--- config.mk ---
export PLATFORM = sky130hd
export DESIGN_NAME = stopwatch_counter
export DESIGN_NICKNAME = d
export VERILOG_FILES = /design/src/rtl/stopwatch_counter.sv
export SDC_FILE = /design/constraint.sdc
export NUM_CORES = 1
export LEC_CHECK = 0
export CORE_AREA = 3 3 107 109
export CTS_BUF_LIST = sky130_fd_sc_hd__clkbuf_4
export CTS_CLUSTER_DIAMETER = 100
export DETAILED_ROUTE_END_ITERATION = 7
export DIE_AREA = 0 0 110 112
export PLACE_DENSITY = 0.46
export SYNTH_ARGS = -nofsm -noshare
export SYNTH_HDL_FRONTEND = slang
export SYNTH_SLANG_ARGS = --single-unit
--- constraint.sdc ---
create_clock -name clk -period 2.5 [get_ports clk]
set_input_delay 0.5 -clock clk [delete_from_list [all_inputs] [get_ports clk]]
set_output_delay 0.5 -clock clk [all_outputs]
set_load 0.05 [all_outputs]
--- src/rtl/stopwatch_counter.sv ---
// MM:SS stopwatch datapath: four BCD digits advanced once per prescaled tick,
// up (wrapping at 59:59) or down (holding at 00:00), with stopped-state presets.
module stopwatch_counter #(
  parameter int TICK_DIV = 100000000,
  parameter int CNT_W    = 27
) (
  input  logic       clk,
  input  logic       rst_n,
  input  logic       running,
  input  logic       dir,
  input  logic       clear_pulse,
  input  logic       inc_min,
  input  logic       inc_sec,
  output logic [3:0] min_tens,
  output logic [3:0] min_ones,
  output logic [3:0] sec_tens,
  output logic [3:0] sec_ones,
  output logic       at_zero,
  output logic       tick
);

  localparam logic [CNT_W-1:0] TC = CNT_W'(TICK_DIV - 1);

  logic [CNT_W-1:0] presc;
  logic [7:0]       sec_q;
  logic [7:0]       min_q;
  logic             tick_q;
  logic             tick_int;

  // Two-digit BCD field in the range 00-59, wrapping in both directions.
  function automatic logic [7:0] bcd60_inc(input logic [7:0] f);
    if (f[3:0] != 4'd9)      return {f[7:4], f[3:0] + 4'd1};
    else if (f[7:4] != 4'd5) return {f[7:4] + 4'd1, 4'd0};
    else                     return 8'h00;
  endfunction

  function automatic logic [7:0] bcd60_dec(input logic [7:0] f);
    if (f[3:0] != 4'd0)      return {f[7:4], f[3:0] - 4'd1};
    else if (f[7:4] != 4'd0) return {f[7:4] - 4'd1, 4'd9};
    else                     return 8'h59;
  endfunction

  assign tick_int = running && !clear_pulse && (presc == TC);

  always_ff @(posedge clk or negedge rst_n) begin
    if (!rst_n) begin
      presc  <= '0;
      sec_q  <= 8'h00;
      min_q  <= 8'h00;
      tick_q <= 1'b0;
    end else begin
      tick_q <= tick_int;
      if (clear_pulse) begin
        presc <= '0;
        sec_q <= 8'h00;
        min_q <= 8'h00;
      end else if (running) begin
        if (tick_int) begin
          presc <= '0;
          if (dir) begin
            sec_q <= bcd60_inc(sec_q);
            if (sec_q == 8'h59) min_q <= bcd60_inc(min_q);
          end else if ({min_q, sec_q} != 16'h0000) begin
            // Nonzero time with zero seconds implies nonzero minutes to borrow from.
            sec_q <= bcd60_dec(sec_q);
            if (sec_q == 8'h00) min_q <= bcd60_dec(min_q);
          end
        end else begin
          presc <= presc + CNT_W'(1);
        end
      end else begin
        if (inc_sec) sec_q <= bcd60_inc(sec_q);
        if (inc_min) min_q <= bcd60_inc(min_q);
      end
    end
  end

  assign min_tens = min_q[7:4];
  assign min_ones = min_q[3:0];
  assign sec_tens = sec_q[7:4];
  assign sec_ones = sec_q[3:0];
  assign tick     = tick_q;
  assign at_zero  = ({min_q, sec_q} == 16'h0000) && !dir;

endmodule

==> results.toml <==
[place]
place_inst = 581
dp_hpwl_microns = 6830
place_congestion = 0.832
io_buffers = 24

[global_route]
grt_pass1_wl_microns = 15300
gr-usage-met2_pct = 25.3
antenna_found_initial = 0
overflow = 0
grt_start_max_net_pins = 18
met1_usage_pct = 21.7
use_met3_pct = 2.43
busiest_layer = "met2"
grt_pass1_vias = 3036
track_usage_pct = 15.5

[critical_path]
cp_max_fo = 7
r2r_setup_slack_ns = 0.09
startpoint_type = "flip-flop"
rr_worst_depth = 7
required_ns = 2.78
crit_type = "reg -> reg"
arrival_ns = 2.69
startpoint = "presc[0]$_DFFE_PN0P_"
end_kind = "flip-flop"
worstReg2RegStart = "presc[0]$_DFFE_PN0P_"

[route]
finalWirelength_microns = 9240
firstDrtPassIters = 4
postRouteAntennaNets = 0
drcViolationCount = 0
drt_iter0_markers = 156
routedWlPerCell_microns = 15.5
viasPerCell = 5.24
vias = 3118

[final_layout]
n_antenna_cell = 0
n_fill_cell = 1119
fin_nets = 478
layout-drive-gt1-share_pct = 20.9
utilization_pct = 38.2
areaGrowthSynthToFinish_pct = 28.8
stdcell_count = 595

[die]
design.die.area_sq_um = 12300
initial_core_util_pct = 29.7
core_sq_um = 10700
die_y_microns = 112
die_x_microns = 110
io_pins = 25
placementRows = 38

[synthesis]
ys_ff_latch = 44
syn_inst = 388
synth_cell_type_count = 55
synthFlopType = "dfrtp_1"
syn_avg_cell_area_sq_um = 8.18
syn_area_sq_um = 3180
async_reset_ff_share_pct = 100
synth_fp_nets = 412
yosysWarnings = 0
ys_seq_area_share_pct = 34.7
synth_edf_count = 0

[timing]
setup_violations = 0
hold_violations = 0
fin_crit_sh_pct = 96.4
worst_pin_slew_ns = 1.10
rsz0062_at_grt = "yes"
max_freq_mhz = 415
fin_crit_ns = 2.41
slew_headroom_pct = 26.2
drv_slew = 0
skew_ns = 0.0346

[flow_run]
maxCapViolCount = 0

[status]
status = "finished, final reports clean"

[clock_tree]
cts_tree = "built"
clockBufferDepth = 2
path_clk_slew_ns = 0.17
h-tree-depth = 2
cts_root_buf = "clkbuf_4"
clock_sinks = 44
cts_buffers = 5
clock_latency_ns = 0.38
hold_buffers = 0

[min_path]
hold_class = "in -> async"

[power]
pwr-share-comb_pct = 34.8
cellPowerDensity_nw_per_um2 = 432
fin_total_pwr_mw = 1.77
power_frac_clock_pct = 21.8
swShare_pct = 37.5
power_switching_mw = 0.663
irDropWorstVdd_v = 0.000254
pwr-share-seq_pct = 43.4
leakage_nw = 1.67
p_int_mw = 1.10
critical path: stages (launching register included):
cell     delay (ns)
dfrtp_1        0.39
ha_2           0.18
nand4_1        0.12
or4b_4         0.54
or3_4          0.40
o31ai_4        0.23
buf_6          0.15
mux2_4         0.29
state kept, by name, summed over array words and instances (netlist names):
| register | cells |
|---|---|
| sec_q | 8 |
| tick | 1 |
| presc | 27 |
| min_q | 8 |
cell type report:
| cell class | instances | area, sq um | share of cell area, % |
|---|---|---|---|
| multi-input combinational | 310 | 2020 | 49.3 |
| clock inverter | 3 | 23.8 | 0.581 |
| inverter | 14 | 52.6 | 1.28 |
| timing repair buffer | 79 | 674 | 16.5 |
| tap | 140 | 175 | 4.28 |
| sequential | 44 | 1110 | 27.2 |
| clock buffer | 5 | 37.5 | 0.918 |
final timing paths:
path	endpoint
worst max-delay path	sec_q[6]$_DFFE_PN0P_
worst min-delay path	min_q[6]$_DFFE_PN0P_
worst max register to register	sec_q[6]$_DFFE_PN0P_
worst min register to register	presc[26]$_DFFE_PN0P_
max in group asynchronous	sec_q[0]$_DFFE_PN0P_
min in group clk	presc[26]$_DFFE_PN0P_
Yosys cell counts, types with 7 or more instances:
| library cell | count | area [sq um] |
|---|---|---|
| a31oi_1 | 7 | 43.8 |
| nand4_1 | 11 | 68.8 |
| nor2_1 | 32 | 120 |
| nor2b_1 | 7 | 43.8 |
| dfrtp_1 | 44 | 1100 |
| nand2_1 | 45 | 169 |
| inv_1 | 14 | 52.6 |
| nand3_1 | 21 | 105 |
| clkbuf_1 | 19 | 71.3 |
| o31ai_1 | 10 | 75.1 |
| a21oi_1 | 21 | 105 |
| ha_1 | 17 | 213 |
| o21ai_0 | 41 | 205 |
| nor3_1 | 7 | 35.0 |
layer usage:
| metal | vias up | part of all wire, % |
|---|---|---|
| li1 | 1561 | - |
| met1 | 1509 | 50 |
| met2 | 46 | 47 |
| met3 | 2 | 2.5 |
| met4 | 0 | 0.45 |
| met5 | - | 0 |
cell families after synthesis:
kind of cell	after synthesis	synth area share (%)
mux	4	1.30
compound gates	121	25.1
buf+inv	34	4.06
flops	44	34.7
fa+ha+maj	17	6.70
xor+xnor	4	1.10
simple gates	164	27.1
power groups by stage:
stage	logic, mW	clock network [mW]	registers, mW
after global placement	0.592	0	0.778
after CTS	0.603	0.409	0.767
final	0.615	0.386	0.767
after global routing	0.669	0.438	0.772
after floorplan	0.265	0	0.868
after detailed placement	0.593	0	0.779
what timing repair did:
| item | 4_1_cts | 5_1_grt |
|---|---|---|
| pin swaps | 3 | 3 |
| gates resized for setup | 7 | 6 |
| setup endpoints to repair | 13 | 16 |
| gates cloned | 0 | 0 |
| setup buffers | 1 | 5 |
cells in the final DEF (no fill, tap or decap), types with 4 or more instances in the layout:
cell type / count
a211oi_1: 5
a21oi_1: 21
a22o_1: 4
a31oi_1: 7
and2_1: 5
and3_1: 6
buf_4: 53
clkbuf_4: 5
clkdlybuf4s50_1: 22
dfrtp_1: 36
dfrtp_2: 8
ha_1: 14
inv_1: 14
nand2_1: 45
nand3_1: 21
nand3b_1: 4
nand4_1: 11
nor2_1: 32
nor2b_1: 7
nor3_1: 7
o211ai_1: 5
o21ai_0: 41
o22ai_1: 5
o31ai_1: 10
o41ai_1: 5
per-stage QoR:
| stage | instance area (sq um) | setup slack [ns] | setup TNS (ns) | hold WS, ns |
|---|---|---|---|---|
| 2_1_floorplan | 3190 | 0.0225 | 0 | 0.204 |
| 3_3_place_gp | 3920 | -0.0450 | -0.0921 | 0.475 |
| 3_5_place_dp | 3920 | -0.0653 | -0.251 | 0.475 |
| 4_1_cts | 4020 | 0.0325 | 0 | 0.0495 |
| 5_1_grt | 4090 | -0.0422 | -0.0932 | 0.0501 |
| 6_report | 4090 | 0.0904 | 0 | 0.0408 |
(Power assumes the default switching activity.)
